[src/rtl/lsm303_poll_sequencer.sv]
// LSM303 poll sequencer: issues the two sensor-enable writes after reset,
// then runs a periodic four-read poll round into sample registers while
// interleaving PC transactions, all through one I2C transaction engine.
module lsm303_poll_sequencer #(
    parameter int POLL_DIV = 100000,
    parameter int TIMEOUT  = 65535
) (
    input  logic        FSM_Clk,
    input  logic        Reset,
    input  logic        PcReq,
    input  logic [31:0] PcCmd,
    output logic [31:0] PcReadData,
    output logic        PcAck,
    output logic        I2cGo,
    output logic [31:0] I2cCmd,
    input  logic        I2cDone,
    input  logic [31:0] I2cReadData,
    output logic [31:0] AccelXY,
    output logic [15:0] AccelZ,
    output logic [31:0] MagXZ,
    output logic [15:0] MagY,
    output logic        SampleValid,
    output logic        Busy,
    output logic        Error
);
    localparam int TW = (POLL_DIV > 1) ? $clog2(POLL_DIV) : 1;
    localparam int OW = (TIMEOUT > 0) ? $clog2(TIMEOUT + 1) : 1;

    typedef enum logic [1:0] {INIT, IDLE, BUSY, GAP} stateT;

    stateT         state, nextState;
    logic [1:0]    initIdx;      // next init slot; 2 once both enables are done
    logic [2:0]    pollSlot;     // next slot of the current poll round
    logic [2:0]    curSlot;      // slot of the transaction in flight
    logic          curIsPc;      // in-flight transaction belongs to the PC
    logic [OW-1:0] toCnt;
    logic [TW-1:0] pollTimer;
    logic          pcPending, pollPending, pcReqD;
    logic [31:0]   pcCmdLat;
    logic [31:0]   shAccelXY, shMagXZ;
    logic [15:0]   shAccelZ, shMagY;

    logic          grant, grantPc, txEnd, timedOut;
    logic [2:0]    grantSlot;
    logic          initDone, wrap, pcRise, pollDone;

    // Fixed slot table, packed {0, slave, sub, rw(1=write), wdata, bytes}
    function automatic logic [31:0] slotCmd(input logic [2:0] idx);
        case (idx)
            3'd0:    slotCmd = {1'b0, 7'h19, 7'h20, 1'b1, 8'h57, 8'h00};
            3'd1:    slotCmd = {1'b0, 7'h1E, 7'h02, 1'b1, 8'h00, 8'h00};
            3'd2:    slotCmd = {1'b0, 7'h19, 7'h28, 1'b0, 8'h00, 8'h04};
            3'd3:    slotCmd = {1'b0, 7'h19, 7'h2C, 1'b0, 8'h00, 8'h02};
            3'd4:    slotCmd = {1'b0, 7'h1E, 7'h03, 1'b0, 8'h00, 8'h04};
            3'd5:    slotCmd = {1'b0, 7'h1E, 7'h07, 1'b0, 8'h00, 8'h02};
            default: slotCmd = '0;
        endcase
    endfunction

    assign initDone = (initIdx == 2'd2);
    assign wrap     = initDone && (pollTimer == TW'(POLL_DIV - 1));
    assign pcRise   = PcReq && !pcReqD;
    assign pollDone = txEnd && !curIsPc && (curSlot == 3'd5);
    assign Busy     = (state != IDLE);

    // State register
    always_ff @(posedge FSM_Clk or posedge Reset) begin
        if (Reset) state <= INIT;
        else       state <= nextState;
    end

    // Next state, arbitration and completion detection
    always_comb begin
        nextState = state;
        grant     = 1'b0;
        grantPc   = 1'b0;
        grantSlot = 3'd0;
        txEnd     = 1'b0;
        timedOut  = 1'b0;
        case (state)
            INIT: begin
                nextState = BUSY;
                grant     = 1'b1;
                grantSlot = {1'b0, initIdx};
            end
            IDLE: begin
                // PC wins; priority is re-evaluated before every slot
                if (pcPending) begin
                    nextState = BUSY;
                    grant     = 1'b1;
                    grantPc   = 1'b1;
                end else if (pollPending) begin
                    nextState = BUSY;
                    grant     = 1'b1;
                    grantSlot = pollSlot;
                end
            end
            BUSY: begin
                // a real completion in the limit cycle still counts as success
                timedOut = !I2cDone && (toCnt == OW'(TIMEOUT));
                if (I2cDone || timedOut) begin
                    nextState = GAP;
                    txEnd     = 1'b1;
                end
            end
            GAP:     nextState = initDone ? IDLE : INIT;
            default: nextState = INIT;
        endcase
    end

    // Transaction launch/teardown, timeout counter and PC result capture
    always_ff @(posedge FSM_Clk or posedge Reset) begin
        if (Reset) begin
            I2cGo      <= 1'b0;
            I2cCmd     <= '0;
            curSlot    <= '0;
            curIsPc    <= 1'b0;
            toCnt      <= '0;
            initIdx    <= '0;
            PcAck      <= 1'b0;
            PcReadData <= '0;
        end else begin
            PcAck <= 1'b0;
            if (grant) begin
                I2cGo   <= 1'b1;
                I2cCmd  <= grantPc ? pcCmdLat : slotCmd(grantSlot);
                curSlot <= grantSlot;
                curIsPc <= grantPc;
                toCnt   <= '0;
            end else if (txEnd) begin
                I2cGo <= 1'b0;
                if (curIsPc) begin
                    PcAck <= 1'b1;
                    if (!timedOut) PcReadData <= I2cReadData;
                end else if (curSlot < 3'd2) begin
                    initIdx <= initIdx + 2'd1;
                end
            end else if (state == BUSY) begin
                toCnt <= toCnt + 1'b1;
            end
        end
    end

    // PC request edge detect, poll timer, pending flags and sticky error
    always_ff @(posedge FSM_Clk or posedge Reset) begin
        if (Reset) begin
            pcReqD      <= 1'b0;
            pcPending   <= 1'b0;
            pcCmdLat    <= '0;
            pollPending <= 1'b0;
            pollSlot    <= 3'd2;
            pollTimer   <= '0;
            Error       <= 1'b0;
        end else begin
            pcReqD <= PcReq;
            // pcPending stays set while the PC transaction is in flight,
            // so edges during that window are dropped too
            if (txEnd && curIsPc)
                pcPending <= 1'b0;
            else if (pcRise && !pcPending) begin
                pcPending <= 1'b1;
                pcCmdLat  <= PcCmd;
            end

            if (initDone) pollTimer <= wrap ? '0 : pollTimer + 1'b1;

            // a wrap landing on the cycle slot 5 finishes is not an overrun
            if (wrap && (!pollPending || pollDone)) begin
                pollPending <= 1'b1;
                pollSlot    <= 3'd2;
            end else if (pollDone) begin
                pollPending <= 1'b0;
            end else if (txEnd && !curIsPc && curSlot >= 3'd2) begin
                pollSlot <= pollSlot + 3'd1;
            end

            Error <= Error | timedOut | (wrap && pollPending && !pollDone);
        end
    end

    // Shadow capture per read slot; slot 5 commits the whole sample set
    always_ff @(posedge FSM_Clk or posedge Reset) begin
        if (Reset) begin
            shAccelXY   <= '0;
            shAccelZ    <= '0;
            shMagXZ     <= '0;
            shMagY      <= '0;
            AccelXY     <= '0;
            AccelZ      <= '0;
            MagXZ       <= '0;
            MagY        <= '0;
            SampleValid <= 1'b0;
        end else begin
            SampleValid <= 1'b0;
            if (txEnd && !curIsPc && !timedOut) begin
                case (curSlot)
                    3'd2:    shAccelXY <= I2cReadData;
                    3'd3:    shAccelZ  <= I2cReadData[15:0];
                    3'd4:    shMagXZ   <= I2cReadData;
                    3'd5:    shMagY    <= I2cReadData[15:0];
                    default: ;
                endcase
            end
            if (pollDone) begin
                AccelXY     <= shAccelXY;
                AccelZ      <= shAccelZ;
                MagXZ       <= shMagXZ;
                MagY        <= timedOut ? shMagY : I2cReadData[15:0];
                SampleValid <= 1'b1;
            end
        end
    end

endmodule

[config.mk]
export PLATFORM = sky130hd
export DESIGN_NAME = lsm303_poll_sequencer
export DESIGN_NICKNAME = d
export VERILOG_FILES = /design/src/rtl/lsm303_poll_sequencer.sv
export SDC_FILE = /design/constraint.sdc
export NUM_CORES = 1
export LEC_CHECK = 0
export ABC_AREA = 1
export CORE_AREA = 3 3 165 167
export DETAILED_ROUTE_END_ITERATION = 10
export DIE_AREA = 0 0 168 170
export GPL_ROUTABILITY_DRIVEN = 0
export PLACE_DENSITY = 0.75
export SLEW_MARGIN = 25
export SYNTH_ARGS = -nofsm -noshare
export SYNTH_HDL_FRONTEND = slang
export SYNTH_SLANG_ARGS = --single-unit
[constraint.sdc]
create_clock -name FSM_Clk -period 13.3 [get_ports FSM_Clk]
set_input_delay 2.66 -clock FSM_Clk [delete_from_list [all_inputs] [get_ports FSM_Clk]]
set_output_delay 2.66 -clock FSM_Clk [all_outputs]
set_load 0.02 [all_outputs]
==> results.sh <==
export IMPL_ys_seq_area_frac=0.6217
export IMPL_final_max_slew_viol_count=0
export IMPL_route_met3_wl_mm=2.171
export IMPL_drt_initial_drc_count=805
export IMPL_min_to="AccelXY[5]"
export IMPL_min_path_type="reg2reg"
export IMPL_layout_common_cells="541 x nand2_1, 338 x dfrtp_1, 232 x clkdlybuf4s50_1, 121 x inv_1, 103 x o21ai_0"
export IMPL_die_w_um=168
export IMPL_dp_slack_ns=7.022
export IMPL_synth_top_cell_area_share=0.6197
export IMPL_cp_cell_sequence="clkdlybuf4s50_1, inv_8, buf_4, buf_16, buf_4"
export IMPL_drv_cap=0
export IMPL_n_fill_cell=2032
export IMPL_yosysTopAreaCell="dfrtp_1"
export IMPL_rsz0062_at_grt="false"
export IMPL_setup_viol=0
export IMPL_syn_to_final_growth_pct=28.53
export IMPL_multi_input_comb_area_sq_um=4405
export IMPL_core_region_area_sq_um=25910
export IMPL_crit_path_max_fanout=128
export IMPL_htreeDepth=2
export IMPL_synth_main_ff_cell="dfrtp_1"
export IMPL_cpMostUsedCell="buf_4"
export IMPL_dp_cells=2032
export IMPL_cts_buffers=36
export IMPL_clk_latency_ns=0.52
export IMPL_cts_tree="yes"
export IMPL_netSwitchingPower_mw=1.078
export IMPL_p_comb_frac=0.247
export IMPL_finalClockSkew_ns=0.02719
export IMPL_p_int_mw=2.341
export IMPL_post_route_util=0.6770
export IMPL_worstPathRequired_ns=13.81
export IMPL_vias=10715
export IMPL_syn_avg_cell_area_sq_um=8.967
export IMPL_hold_start="shAccelXY[5]"
export IMPL_floorplan_initialDensity=0.5267
export IMPL_post_dp_cell_area_sq_um=16160
export IMPL_grt_total_usage=0.2309
export IMPL_synth_edf_count=0
export IMPL_power_mw=3.418
export IMPL_leakagePower_nw=8.638
export IMPL_netlist_area_sq_um=13650
export IMPL_seq_area_sq_um=8484
export IMPL_nets=1808
export IMPL_holdBufCountCts=0
export IMPL_synth_cells=1522
export IMPL_grt_overflow=0
export IMPL_row_count=59
export IMPL_peakVddDrop_v=0.0001580
export IMPL_relSlewSlack=0.3757
export IMPL_max_stage_delay_ns=0.79
export IMPL_dr_max_layer_used="met4"
export IMPL_cts_resized=0
export IMPL_fin_tns_setup_ns=0
export IMPL_reg2reg_from="toCnt[0]"
export IMPL_status="finished clean"
export IMPL_fin_area_sq_um=17540
export IMPL_worstReg2RegEnd="shMagY[3]"
export IMPL_switching_share=0.3152
export IMPL_worst_pin_slew_ns=0.9365
export IMPL_io_buffers=232
export IMPL_drive_gt1_frac=0.05385
export IMPL_drt_pass1_iterations=5
export IMPL_die_y_um=170
export IMPL_dieArea_sq_um=28560
export IMPL_path_delay_family="buffers and inverters"
export IMPL_ant_nets=0
export IMPL_wirelength_mm=32.93
export IMPL_critPathLaunchType="primary input"
export IMPL_reg2reg_depth=12
export IMPL_hold_path_depth=2
export IMPL_fin_crit_sh=0.3711
export IMPL_antenna_cells=0
export IMPL_syn_nets=1594
export IMPL_clock_path_buffers=3
export IMPL_clockRootBuffer="clkbuf_16"
export IMPL_timing_fmax_mhz=202.6
export IMPL_path_class="in2async"
export IMPL_post_cts_setup_buffers=0
export IMPL_grt_pass1_wl_mm=54.37
export IMPL_synthTopCellsByArea="dfrtp_1 62%, nand2_1 15%, o21ai_0 3.8%"
export IMPL_cellPowerDensity_nw_per_um2=194.9
export IMPL_reg2reg_slack_ns=9.96
export IMPL_ys_seq_elements=339
export IMPL_instances_no_fill=2099
export IMPL_wl_met2_mm=15.66
export IMPL_grt_pass1_vias=10735
export IMPL_endpoint_kind="async pin"
export IMPL_critPathBufInv=5
export IMPL_worst_slack_ns=8.365
export IMPL_post_route_min_period_ns=4.935
export IMPL_wl_met1_mm=14.37
export IMPL_synth_async_sr_flop_share=1.000
export IMPL_hold_violations=0
export IMPL_drc_errors=0
export IMPL_p_seq_frac=0.431
export IMPL_antenna_found_initial=0
export IMPL_dpl_hpwl_mm=21.17
export IMPL_routedWlPerCell_um=15.69
export IMPL_grt_max_degree=129
export IMPL_cp_arrival_ns=5.44
export IMPL_cp_slowest_cell="buf_4"
export IMPL_p_clk_frac=0.322
export IMPL_synth_distinct_cells=34
export IMPL_final_common_cell="nand2_1"
export IMPL_hold_ws_ns=0.4606
export IMPL_clock_sinks=339
export IMPL_ys_warn_count=0
export IMPL_path_clk_slew_ns=0.06
export IMPL_avgViaCountPerCell=5.105
export IMPL_io_pin_count=233
worst max path at each step:
stage	from	to	slack, ns	cells after the start
after global placement	I2cDone	shMagY[4]	7.19	10
after global routing	Reset	PcReadData[20]	7.95	5
after detailed placement	I2cDone	shMagY[12]	7.02	10
after CTS	I2cDone	shMagY[3]	7.51	10
after floorplan	Reset	AccelXY[0]	1.25	1
final	Reset	MagXZ[18]	8.36	5
flip-flops by register name, summed over array words and instances (netlist names), 2 cells and up:
name	count
shMagY	16
MagXZ	32
AccelXY	32
initIdx	2
shAccelXY	32
I2cCmd	32
AccelZ	16
PcReadData	32
shAccelZ	16
MagY	16
state	2
shMagXZ	32
pollTimer	17
pollSlot	3
curSlot	3
toCnt	16
pcCmdLat	32
tightest hold or removal path, cell delays in order (launching register included):
cell	delay (ns)
dfrtp_1	0.34
nand2_1	0.06
nand2_1	0.05
per-layer routing:
| metal | vias up | track usage |
|---|---|---|
| li1 | 5230 | - |
| met1 | 5152 | 0.3145 |
| met2 | 281 | 0.3840 |
| met3 | 52 | 0.04994 |
| met4 | 0 | 0.05656 |
| met5 | - | 0 |
cells in the mapped netlist, types with 15 or more instances:
cell      count
nand2_1     544
dfrtp_1     338
inv_1       122
o21ai_0     103
nor2_1       95
nand3_1      66
a21oi_1      62
o21ai_1      47
clkbuf_1     33
buf_2        25
xor2_1       17
nor3_1       15
power by group through the flow:
stage / sequential, mW / combinational [mW] / clock, mW
final: 1.47 / 0.844 / 1.10
after global routing: 1.50 / 0.947 / 1.16
after CTS: 1.47 / 0.853 / 1.12
after detailed placement: 1.48 / 0.846 / 0
after global placement: 1.47 / 0.816 / 0
after floorplan: 1.56 / 0.409 / 0
area by class of cell:
cell class                 instances  area share
inverter                         125     0.02732
clock inverter                    16     0.01427
multi-input combinational        993      0.2511
timing repair buffer             241      0.1378
tap                              335     0.02389
clock buffer                      50     0.06191
sequential                       339      0.4837
logic make-up (layout without fill, tap and decap cells):
logic type	count (synthesis)	in the layout	share of synthesized area
and+or+nand+nor	750	750	0.2228
DFF	339	339	0.6217
AOI/OAI and AO/OA	221	221	0.08306
buffers and inverters	190	432	0.05730
xor gates and xnor gates	18	18	0.01155
adders and majority gates	4	4	0.003667
Power figures use the tool's default switching activity.
